`config.mk`:
```
export PLATFORM = sky130hd
export DESIGN_NAME = hlsm_result_scoreboard_flat
export DESIGN_NICKNAME = d
export VERILOG_FILES = /design/src/rtl/hlsm_result_scoreboard_pkg.sv /design/src/rtl/hlsm_result_scoreboard_if.sv /design/src/rtl/hlsm_capture_side.sv /design/src/rtl/hlsm_result_scoreboard.sv /design/src/flat_wrapper.sv
export SDC_FILE = /design/constraint.sdc
export NUM_CORES = 1
export LEC_CHECK = 0
export ABC_AREA = 1
export CORE_ASPECT_RATIO = 1.5
export CORE_MARGIN = 10
export CORE_UTILIZATION = 43
export DETAILED_ROUTE_END_ITERATION = 8
export HOLD_SLACK_MARGIN = 0.05
export PLACE_DENSITY = 0.72
export SETUP_SLACK_MARGIN = 0.5
export SYNTH_ARGS = -nofsm -noshare
export SYNTH_HDL_FRONTEND = slang
export SYNTH_SLANG_ARGS = --single-unit
```
`constraint.sdc`:
```
create_clock -name Clk -period 2.66 [get_ports Clk]
set_input_delay 0.532 -clock Clk [delete_from_list [all_inputs] [get_ports Clk]]
set_output_delay 0.532 -clock Clk [all_outputs]
set_load 0.005 [all_outputs]
```
`src/rtl/hlsm_result_scoreboard_pkg.sv`:
```
// Shared types and helpers for the HLSM result scoreboard.
// State encoding, mask bit positions and saturating increment.
package hlsm_result_scoreboard_pkg;

  typedef enum logic [1:0] {
    S_IDLE    = 2'd0,
    S_WAIT    = 2'd1,
    S_COMPARE = 2'd2,
    S_REPORT  = 2'd3
  } state_t;

  localparam int MASK_Z = 0;
  localparam int MASK_X = 1;

  // Increment v unless it already sits at vmax.
  function automatic logic [31:0] sat_inc(
    input logic [31:0] v,
    input logic [31:0] vmax
  );
    return (v >= vmax) ? v : v + 32'd1;
  endfunction

endpackage

```
`src/rtl/hlsm_result_scoreboard_if.sv`:
```
// Bundle between the HLSM pair and the result scoreboard.
// Master drives Start/Done/results, slave returns the report.
interface hlsm_result_scoreboard_if #(
  parameter int DATAW = 32,
  parameter int CNTW  = 16,
  parameter int SKEWW = 8
);
  logic                    Start;
  logic                    DutDone;
  logic                    RefDone;
  logic signed [DATAW-1:0] dut_z;
  logic signed [DATAW-1:0] dut_x;
  logic signed [DATAW-1:0] ref_z;
  logic signed [DATAW-1:0] ref_x;
  logic                    Busy;
  logic                    ResultValid;
  logic                    Pass;
  logic                    Fail;
  logic                    Timeout;
  logic [1:0]              MismatchMask;
  logic [SKEWW-1:0]        SkewCycles;
  logic [CNTW-1:0]         TxnCount;
  logic [CNTW-1:0]         ErrCount;

  modport master (
    output Start, DutDone, RefDone,
    output dut_z, dut_x, ref_z, ref_x,
    input  Busy, ResultValid, Pass, Fail,
    input  Timeout, MismatchMask, SkewCycles,
    input  TxnCount, ErrCount
  );

  modport slave (
    input  Start, DutDone, RefDone,
    input  dut_z, dut_x, ref_z, ref_x,
    output Busy, ResultValid, Pass, Fail,
    output Timeout, MismatchMask, SkewCycles,
    output TxnCount, ErrCount
  );
endinterface

```
`src/rtl/hlsm_capture_side.sv`:
```
// Holds one side's z/x from the first Done seen while enabled.
// Later Done pulses are ignored until the next clear.
module hlsm_capture_side #(
  parameter int DATAW = 32
) (
  input  logic                    i_clk,
  input  logic                    i_rst,
  input  logic                    i_done,
  input  logic signed [DATAW-1:0] i_z,
  input  logic signed [DATAW-1:0] i_x,
  input  logic                    i_clear,
  input  logic                    i_enable,
  output logic                    o_captured,
  output logic signed [DATAW-1:0] o_z,
  output logic signed [DATAW-1:0] o_x
);

  logic                    r_cap;
  logic signed [DATAW-1:0] r_z;
  logic signed [DATAW-1:0] r_x;

  // Latch z/x once per transaction on the first enabled Done.
  always_ff @(posedge i_clk) begin
    if (i_rst || i_clear) begin
      r_cap <= 1'b0;
      r_z   <= '0;
      r_x   <= '0;
    end else if (i_enable && i_done && !r_cap) begin
      r_cap <= 1'b1;
      r_z   <= i_z;
      r_x   <= i_x;
    end
  end

  assign o_captured = r_cap;
  assign o_z        = r_z;
  assign o_x        = r_x;

endmodule

```
`src/rtl/hlsm_result_scoreboard.sv`:
```
// Compares HLSM DUT results against the reference model.
// Reports match/mismatch/timeout, Done skew and running counts.
module hlsm_result_scoreboard
  import hlsm_result_scoreboard_pkg::*;
#(
  parameter int DATAW    = 32,
  parameter int MAX_WAIT = 64,
  parameter int CNTW     = 16,
  parameter int SKEWW    = 8
) (
  input logic Clk,
  input logic Rst,
  hlsm_result_scoreboard_if.slave bus
);

  localparam int WCW = (MAX_WAIT > 2) ? $clog2(MAX_WAIT) : 1;
  localparam logic [WCW-1:0]   WLAST = WCW'(MAX_WAIT - 1);
  localparam logic [CNTW-1:0]  CMAX  = '1;
  localparam logic [SKEWW-1:0] SMAX  = '1;

  state_t           r_state;
  logic [WCW-1:0]   r_wait;
  logic [SKEWW-1:0] r_skew;
  logic             r_rv;
  logic             r_pass;
  logic             r_fail;
  logic             r_to;
  logic [1:0]       r_mask;
  logic [SKEWW-1:0] r_skew_out;
  logic [CNTW-1:0]  r_txn;
  logic [CNTW-1:0]  r_err;

  logic                    w_en;
  logic                    w_clear;
  logic                    w_dut_cap;
  logic                    w_ref_cap;
  logic signed [DATAW-1:0] w_dut_z;
  logic signed [DATAW-1:0] w_dut_x;
  logic signed [DATAW-1:0] w_ref_z;
  logic signed [DATAW-1:0] w_ref_x;
  logic                    w_dut_take;
  logic                    w_ref_take;
  logic                    w_both;
  logic                    w_one;
  logic [1:0]              w_mask;
  logic [CNTW-1:0]         w_txn_inc;
  logic [CNTW-1:0]         w_err_inc;
  logic [SKEWW-1:0]        w_skew_inc;

  assign w_en    = (r_state == S_WAIT);
  assign w_clear = (r_state == S_IDLE) && bus.Start;

  hlsm_capture_side #(.DATAW(DATAW)) u_dut_cap (
    .i_clk      (Clk),
    .i_rst      (Rst),
    .i_done     (bus.DutDone),
    .i_z        (bus.dut_z),
    .i_x        (bus.dut_x),
    .i_clear    (w_clear),
    .i_enable   (w_en),
    .o_captured (w_dut_cap),
    .o_z        (w_dut_z),
    .o_x        (w_dut_x)
  );

  hlsm_capture_side #(.DATAW(DATAW)) u_ref_cap (
    .i_clk      (Clk),
    .i_rst      (Rst),
    .i_done     (bus.RefDone),
    .i_z        (bus.ref_z),
    .i_x        (bus.ref_x),
    .i_clear    (w_clear),
    .i_enable   (w_en),
    .o_captured (w_ref_cap),
    .o_z        (w_ref_z),
    .o_x        (w_ref_x)
  );

  assign w_dut_take = w_en && bus.DutDone && !w_dut_cap;
  assign w_ref_take = w_en && bus.RefDone && !w_ref_cap;
  assign w_both     = (w_dut_cap || w_dut_take) &&
                      (w_ref_cap || w_ref_take);
  assign w_one      = w_dut_cap ^ w_ref_cap;

  assign w_txn_inc  = CNTW'(sat_inc(32'(r_txn), 32'(CMAX)));
  assign w_err_inc  = CNTW'(sat_inc(32'(r_err), 32'(CMAX)));
  assign w_skew_inc = SKEWW'(sat_inc(32'(r_skew), 32'(SMAX)));

  // Per-field difference of the held result sets.
  always_comb begin
    w_mask         = '0;
    w_mask[MASK_Z] = (w_dut_z != w_ref_z);
    w_mask[MASK_X] = (w_dut_x != w_ref_x);
  end

  // Transaction FSM with registered report outputs and counters.
  always_ff @(posedge Clk) begin
    if (Rst) begin
      r_state    <= S_IDLE;
      r_wait     <= '0;
      r_skew     <= '0;
      r_rv       <= 1'b0;
      r_pass     <= 1'b0;
      r_fail     <= 1'b0;
      r_to       <= 1'b0;
      r_mask     <= '0;
      r_skew_out <= '0;
      r_txn      <= '0;
      r_err      <= '0;
    end else begin
      r_rv <= 1'b0;
      unique case (r_state)
        S_IDLE: begin
          if (bus.Start) begin
            r_state    <= S_WAIT;
            r_wait     <= '0;
            r_skew     <= '0;
            r_pass     <= 1'b0;
            r_fail     <= 1'b0;
            r_to       <= 1'b0;
            r_mask     <= '0;
            r_skew_out <= '0;
          end
        end
        S_WAIT: begin
          r_wait <= r_wait + WCW'(1);
          if (w_one) r_skew <= w_skew_inc;
          if (w_both) begin
            r_state <= S_COMPARE;
          end else if (r_wait == WLAST) begin
            r_state <= S_REPORT;
            r_to    <= 1'b1;
            r_fail  <= 1'b1;
            r_mask  <= '0;
            r_rv    <= 1'b1;
            r_txn   <= w_txn_inc;
            r_err   <= w_err_inc;
          end
        end
        S_COMPARE: begin
          r_state    <= S_REPORT;
          r_mask     <= w_mask;
          r_pass     <= (w_mask == 2'b00);
          r_fail     <= (w_mask != 2'b00);
          r_skew_out <= r_skew;
          r_rv       <= 1'b1;
          r_txn      <= w_txn_inc;
          if (w_mask != 2'b00) r_err <= w_err_inc;
        end
        S_REPORT: begin
          r_state <= S_IDLE;
        end
        default: begin
          r_state <= S_IDLE;
        end
      endcase
    end
  end

  assign bus.Busy         = (r_state != S_IDLE);
  assign bus.ResultValid  = r_rv;
  assign bus.Pass         = r_pass;
  assign bus.Fail         = r_fail;
  assign bus.Timeout      = r_to;
  assign bus.MismatchMask = r_mask;
  assign bus.SkewCycles   = r_skew_out;
  assign bus.TxnCount     = r_txn;
  assign bus.ErrCount     = r_err;

endmodule

```
`src/flat_wrapper.sv`:
```
// flat-port wrapper written by rule: the top's interface ports become plain ports
module hlsm_result_scoreboard_flat import hlsm_result_scoreboard_pkg::*;
#(
  parameter int DATAW    = 32,
  parameter int MAX_WAIT = 64,
  parameter int CNTW     = 16,
  parameter int SKEWW    = 8
)
  (Clk, Rst, bus_Start, bus_DutDone, bus_RefDone, bus_dut_z, bus_dut_x, bus_ref_z, bus_ref_x, bus_Busy, bus_ResultValid, bus_Pass, bus_Fail, bus_Timeout, bus_MismatchMask, bus_SkewCycles, bus_TxnCount, bus_ErrCount);
  hlsm_result_scoreboard_if #(.DATAW(DATAW), .CNTW(CNTW), .SKEWW(SKEWW)) bus_i ();
  input logic Clk;
  input logic Rst;
  input wire logic [$bits(bus_i.Start)-1:0] bus_Start;
  input wire logic [$bits(bus_i.DutDone)-1:0] bus_DutDone;
  input wire logic [$bits(bus_i.RefDone)-1:0] bus_RefDone;
  input wire logic [$bits(bus_i.dut_z)-1:0] bus_dut_z;
  input wire logic [$bits(bus_i.dut_x)-1:0] bus_dut_x;
  input wire logic [$bits(bus_i.ref_z)-1:0] bus_ref_z;
  input wire logic [$bits(bus_i.ref_x)-1:0] bus_ref_x;
  output wire logic [$bits(bus_i.Busy)-1:0] bus_Busy;
  output wire logic [$bits(bus_i.ResultValid)-1:0] bus_ResultValid;
  output wire logic [$bits(bus_i.Pass)-1:0] bus_Pass;
  output wire logic [$bits(bus_i.Fail)-1:0] bus_Fail;
  output wire logic [$bits(bus_i.Timeout)-1:0] bus_Timeout;
  output wire logic [$bits(bus_i.MismatchMask)-1:0] bus_MismatchMask;
  output wire logic [$bits(bus_i.SkewCycles)-1:0] bus_SkewCycles;
  output wire logic [$bits(bus_i.TxnCount)-1:0] bus_TxnCount;
  output wire logic [$bits(bus_i.ErrCount)-1:0] bus_ErrCount;
  assign bus_i.Start = bus_Start;
  assign bus_i.DutDone = bus_DutDone;
  assign bus_i.RefDone = bus_RefDone;
  assign bus_i.dut_z = bus_dut_z;
  assign bus_i.dut_x = bus_dut_x;
  assign bus_i.ref_z = bus_ref_z;
  assign bus_i.ref_x = bus_ref_x;
  assign bus_Busy = bus_i.Busy;
  assign bus_ResultValid = bus_i.ResultValid;
  assign bus_Pass = bus_i.Pass;
  assign bus_Fail = bus_i.Fail;
  assign bus_Timeout = bus_i.Timeout;
  assign bus_MismatchMask = bus_i.MismatchMask;
  assign bus_SkewCycles = bus_i.SkewCycles;
  assign bus_TxnCount = bus_i.TxnCount;
  assign bus_ErrCount = bus_i.ErrCount;
  hlsm_result_scoreboard #(.DATAW(DATAW), .MAX_WAIT(MAX_WAIT), .CNTW(CNTW), .SKEWW(SKEWW)) u_core (.Clk(Clk), .Rst(Rst), .bus(bus_i));
endmodule
```
==> flow_summary.ini, run 1 <==
[sta]
fin_skew_ns = 0.0130
fin_setup_tns_ns = 0
worst_pin_slew_ns = 0.477
fin_crit_ns = 2.03
maxClockFrequency_mhz = 491
setup-violations-final = 0
fin_crit_sh = 0.765
relSlewSlack = 0.682
drv_slew = 0
hold_violations = 0
grt_setup_unrepaired = true

[hold_path]
min_path_type = flip-flop to flip-flop
holdPathStages = 2

[clocking]
root_buffer = clkbuf_16
max-clock-path-buffers = 2
cts_tree = done
clk_latency_ns = 0.45
cts.sinks = 192
cts_htree_levels = 4
cts.clk_slew.worst_paths_ns = 0.08
cts_buffers = 17

[setup_path]
crit_path_start_kind = flip-flop
reg2reg_depth = 9
cpPeakStageDelay_ns = 0.58
crit_fanout = 7
crit_type = flip-flop to output pin
cp_cell_sequence = clkdlybuf4s50_1
cp_slowest_cell = clkdlybuf4s50_1
r2r_end = u_core.r_skew[6]
r2r_setup_slack_ns = 0.65
critPathTopFamily = buffers and inverters
critPathLaunch = u_core.bus.TxnCount[5]
crit_buf_inv = 1
cp_data_required_time_ns = 2.13
cp-end-kind = output pin
r2r-start = u_core.r_state[1]
cp-endpoint = bus_TxnCount[5]
cp.depth = 1
worstPathArrival_ns = 1.50

[placement]
io_buffers = 179
place.gp.congestion = 0.843
dpl_cell_area_um2 = 11000
detailed_place_hpwl_um = 17400

[floorplan]
core_um2 = 20300
die_y_um = 196
fp.dieW_um = 137
die_area_um2 = 26900
ios = 180
initial_core_util = 0.436
placementRows = 64

[grt]
grt_pass1_vias = 8197
antenna_found_initial = 1
overflow = 0
grt_usage = 0.177
grt_first_pass_wirelength_um = 38900
grt_max_degree = 98

[cells_and_area]
final_area_um2 = 11600
drive_gt1_frac = 0.0676
multiInputGateArea_um2 = 4220
final_common_cell = nand2_1
utilization = 0.572
fillers = 1964
regArea_um2 = 3850
layout_common_cells = 333 x nand2_1, 190 x dfxtp_1, 180 x nor2_1
syn2layout_area_growth_pct = 31.2
nNetsFinal = 1561

[yosys]
ys_ff_latch = 192
yosysWarnings = 0
syn_inst = 1262
synth_area_um2 = 8870
yosysSeqAreaShare = 0.434
synthesis.nets = 1402
syn_area_per_cell_um2 = 7.03
ys_types = 43

[power]
power_mw = 9.10
power_density_nw_per_um2 = 783
vdd_drop_max_mv = 0.489
leakage_nw = 4.52

[route]
wirelength_um = 23900
drt_drc_violations_left = 0
post_drt_via_cell_ratio = 4.96
drt-pass1-iter-count = 5
initialDrtViolationCount = 364
wl_per_cell_um = 14.0
route.antenna.remaining_nets = 0
vias = 8424

[run]
cap_violations = 0

[run_status]
outcome = finished, final reports clean
## cells by family (layout without fill, tap and decap cells)
family / Yosys count / in the layout / synth area share
DFF: 192 / 192 / 0.434
xor gates and xnor gates: 33 / 33 / 0.0326
buffers and inverters: 217 / 389 / 0.0954
and+or+nand+nor: 620 / 620 / 0.290
AOI/OAI and AO/OA: 192 / 192 / 0.138
other: 0 / 1 / 0
adders and majority gates: 7 / 7 / 0.00988
muxes: 1 / 1 / 0.00113
## how the worst min path moves through the flow
stage	start	to
floorplan	u_core.r_wait[3]	u_core.r_wait[3]
CTS	u_core.bus.SkewCycles[6]	u_core.bus.SkewCycles[6]
global route	u_core.u_dut_cap.o_z[4]	u_core.u_dut_cap.o_z[4]
detailed placement	u_core.bus.Pass	u_core.bus.Pass
finish	u_core.bus.SkewCycles[3]	u_core.bus.SkewCycles[3]
global placement	u_core.bus.SkewCycles[2]	u_core.bus.SkewCycles[2]
## metrics by stage
stage	hold slack (ns)	instances	setup WS [ns]
2_1_floorplan	0.443	1262	0.806
3_3_place_gp	0.450	1664	0.320
3_5_place_dp	0.459	1664	0.273
4_1_cts	0.468	1696	0.524
5_1_grt	0.490	1699	0.455
6_report	0.467	1699	0.625
## final cells by class
cell class / count / share of cell area
sequential: 192 / 0.331
tap: 264 / 0.0284
clock buffer: 17 / 0.0366
inverter: 158 / 0.0512
timing repair buffer: 199 / 0.173
antenna: 1 / 0.000215
multi-input combinational: 853 / 0.363
clock inverter: 15 / 0.0169
## Yosys cell counts, drive strengths merged
cell	n	area [um2]
nand2	337	1270
dfxtp	192	3840
nor2	184	701
inv	153	574
a211oi	92	691
a21oi	77	389
clkbuf	44	165
nand3	40	205
xor2	29	254
nor3	24	151
nand4	22	144
o21ai	17	96.4
buf	15	87.6
ha	7	87.6
nor4	6	50.0
or2	6	40.0
clkinv	5	18.8
xnor2	4	35.0
o21a	2	15.0
a21o	1	7.51
a31oi	1	6.26
mux2i	1	10.0
nand3b	1	7.51
o22ai	1	6.26
o311a	1	10.0
## sequential cells by signal (all words and copies together), names as in the netlist
signal / count
u_core.u_dut_cap.o_x: 32
u_core.r_state: 2
u_core.bus.Fail: 1
u_core.bus.ErrCount: 16
u_core.bus.Timeout: 1
u_core.r_skew: 8
u_core.u_dut_cap.o_z: 32
u_core.bus.SkewCycles: 8
u_core.r_wait: 6
u_core.u_ref_cap.o_z: 32
u_core.bus.MismatchMask: 2
u_core.bus.Pass: 1
u_core.u_ref_cap.o_captured: 1
u_core.bus.ResultValid: 1
u_core.u_ref_cap.o_x: 32
u_core.bus.TxnCount: 16
u_core.u_dut_cap.o_captured: 1
## repair_timing
item	in CTS	in global routing
setup endpoints to repair	2	34
pin swaps	0	3
gates resized for setup	4	9
hold buffers	0	0
setup buffers	0	2
## tightest hold or removal path, delay by kind of cell (launching register included)
kind	cells	cell delay, ns
simple gates	1	0.06
compound gates	1	0.05
flops	1	0.31
## report_power, final
group / switching [mW] / internal [mW] / total [mW]
clock: 1.22 / 1.51 / 2.73
sequential: 0.205 / 3.22 / 3.42
combinational: 1.86 / 1.10 / 2.95
## per-layer routing
metal | up-vias | share of wire | GRT usage
li1 | 4355 | - | -
met1 | 3845 | 0.41 | 0.197
met2 | 192 | 0.51 | 0.311
met3 | 32 | 0.055 | 0.0419
met4 | 0 | 0.023 | 0.0736
met5 | - | 0 | 0
Note: power is estimated with default switching activity, not from simulation.
==> run 2: changes to the inputs <==
PLACE_DENSITY = 0.74   (was 0.72)
clock period = 1.8 ns   (was 2.66 ns; I/O delays follow)
==> run 2 against run 1 <==
The run now ends with setup timing left. Critical endpoint is now u_core.bus.ErrCount[11]. Worst setup slack lost 0.84 ns. Worst hold slack worse by 0.0087 ns. First-iteration DRC count up 80%. Count of clock-buffer cells in the layout up 3. Total power up 110%. Clock skew is 0.00065 ns higher. Largest power group is now combinational logic. Register-to-register slack got worse by 0.86 ns.
==> flow_summary.ini, run 2 (same netlist as run 1, synthesis figures left out) <==
[route]
drt_drc_violations_left = 0
initialDrtViolationCount = 654
route.antenna.remaining_nets = 0
post_drt_via_cell_ratio = 5.48
wl_per_cell_um = 19.9
vias = 10365
drt-pass1-iter-count = 5
wirelength_um = 37700

[floorplan]
ios = 180
fp.dieW_um = 137
die_y_um = 196
initial_core_util = 0.436
die_area_um2 = 26900
core_um2 = 20300
placementRows = 64

[clocking]
max-clock-path-buffers = 2
cts_buffers = 17
clk_latency_ns = 0.44
root_buffer = clkbuf_16
cts_tree = done
cts_htree_levels = 4
cts.clk_slew.worst_paths_ns = 0.08
cts.sinks = 192

[setup_path]
worstPathArrival_ns = 2.35
cp_data_required_time_ns = 2.14
path_common_cell = nand2_1
cp_cell_sequence = inv_1 -> nand2_1 -> nand2_1 -> nor2_1 -> nand2_1 -> nor2_2 -> nand2_4 -> nor2_4 -> nand3_4 -> buf_12 -> buf_12 -> nand3_1 -> nand2_1 -> inv_2 -> nor2_2
crit_fanout = 8
cp_slowest_cell = dfxtp_2
crit_type = flip-flop to flip-flop
critPathTopFamily = simple AND/OR/NAND/NOR gates
cp-end-kind = flip-flop
crit_path_start_kind = flip-flop
crit_buf_inv = 4
cpPeakStageDelay_ns = 0.33

[run]
cap_violations = 0

[placement]
place.gp.congestion = 0.886
detailed_place_hpwl_um = 18800
io_buffers = 179
dp.cells = 1732

[grt]
grt_max_degree = 31
grt.busiest_layer = met2
use_met2 = 0.427
use_met1 = 0.252
grt_pass1_vias = 10240
overflow = 0
grt_usage = 0.239
grt_first_pass_wirelength_um = 51500
use_met3 = 0.0486
antenna_found_initial = 2

[hold_path]
min_path_type = flip-flop to flip-flop

[cells_and_area]
drive_gt1_frac = 0.426
fin_cells = 1890
utilization = 0.788
nNetsFinal = 1752
final_common_cell = nand2_1
layout_common_cells = 286 x nand2_1, 132 x clkdlybuf4s50_1, 121 x inv_1
syn2layout_area_growth_pct = 80.8
fillers = 1231

[sta]
fin_skew_ns = 0.0137
fin_ws_ns = -0.215
fin_crit_ns = 2.01
drv_slew = 0
worst_pin_slew_ns = 0.600
grt_setup_unrepaired = true
relSlewSlack = 0.596
hold_violations = 0
fin_crit_sh = 1.12
maxClockFrequency_mhz = 496
setup-violations-final = 75

[power]
leakage_nw = 6.60
power_density_nw_per_um2 = 1210
power_mw = 19.3
vdd_drop_max_mv = 0.851

[run_status]
outcome = complete, but fails checks
violations = setup timing
-- run 2: changes by cell type in the layout (fill, tap and decap cells not counted), sizes merged, moves of 2 or more --
cell           previous run  this run
clkbuf                   17        36
clkdlybuf4s50           178       132
clkinv                    9         7
bufinv                    3         1
dlymetal6s2s              0        13
buf                      20       220
bufbuf                    0         5
nand2                   337       340
-- run 2: repair_timing --
action	4_1_cts	5_1_grt
endpoints found under the setup margin	239	237
hold buffers	0	0
buffers inserted	47	30
pin swaps	33	136
gates resized for setup	358	347
gates cloned	41	7
-- run 2: per-layer routing --
layer  vias to the layer above  wire length (um)
met1                      4935             13500
met2                       508             19800
li1                       4757                 -
met3                       165              2220
met5                         -                 0
met4                         0              2170
-- run 2: cell type report --
class                      count  area [um2]  share of cell area
timing repair inverter         1        11.3            0.000703
timing repair buffer         386        4760               0.297
clock buffer                  20         447              0.0279
clock inverter                11         126             0.00788
inverter                     158         669              0.0418
sequential                   192        3950               0.247
antenna                        2        5.00            0.000312
multi-input combinational    856        5720               0.357
tap                          264         330              0.0206
-- run 2: path summary, 6_finish.rpt --
kind / cells past startpoint / slack (ns) / end / from
setup / recovery: 15 / -0.21 / u_core.bus.ErrCount[11] / u_core.u_dut_cap.o_x[14]
hold / removal: 2 / 0.46 / u_core.bus.SkewCycles[5] / u_core.bus.SkewCycles[5]
setup reg to reg: 15 / -0.21 / u_core.bus.ErrCount[11] / u_core.u_dut_cap.o_x[14]
hold reg to reg: 2 / 0.46 / u_core.bus.SkewCycles[5] / u_core.bus.SkewCycles[5]
-- run 2: power by group --
group | total [mW] | leakage [nW] | internal [mW] | switching (mW)
Combinational | 10.4 | 4.73 | 5.01 | 5.35
Sequential | 5.13 | 1.59 | 4.78 | 0.352
Clock | 3.83 | 0.279 | 1.99 | 1.84
-- run 2: worst min-delay path, delay by kind of cell (launching register included) --
kind | cells | cell delay, ns
AO/OA/AOI/OAI | 1 | 0.04
flip-flops | 1 | 0.33
AND/OR/NAND/NOR | 1 | 0.06
-- run 2: through the flow --
| stage | hold slack (ns) | instance area, um2 | setup slack, ns | TNS (ns) |
|---|---|---|---|---|
| 2_1_floorplan | 0.443 | 9160 | 0.0688 | 0 |
| 4_1_cts | 0.463 | 14700 | -0.0749 | -0.952 |
| 3_3_place_gp | 0.453 | 11600 | -0.328 | -36.98 |
| 3_5_place_dp | 0.456 | 11600 | -0.407 | -41.75 |
| 6_report | 0.458 | 16000 | -0.215 | -5.29 |
| 5_1_grt | 0.476 | 16000 | -0.296 | -11.37 |
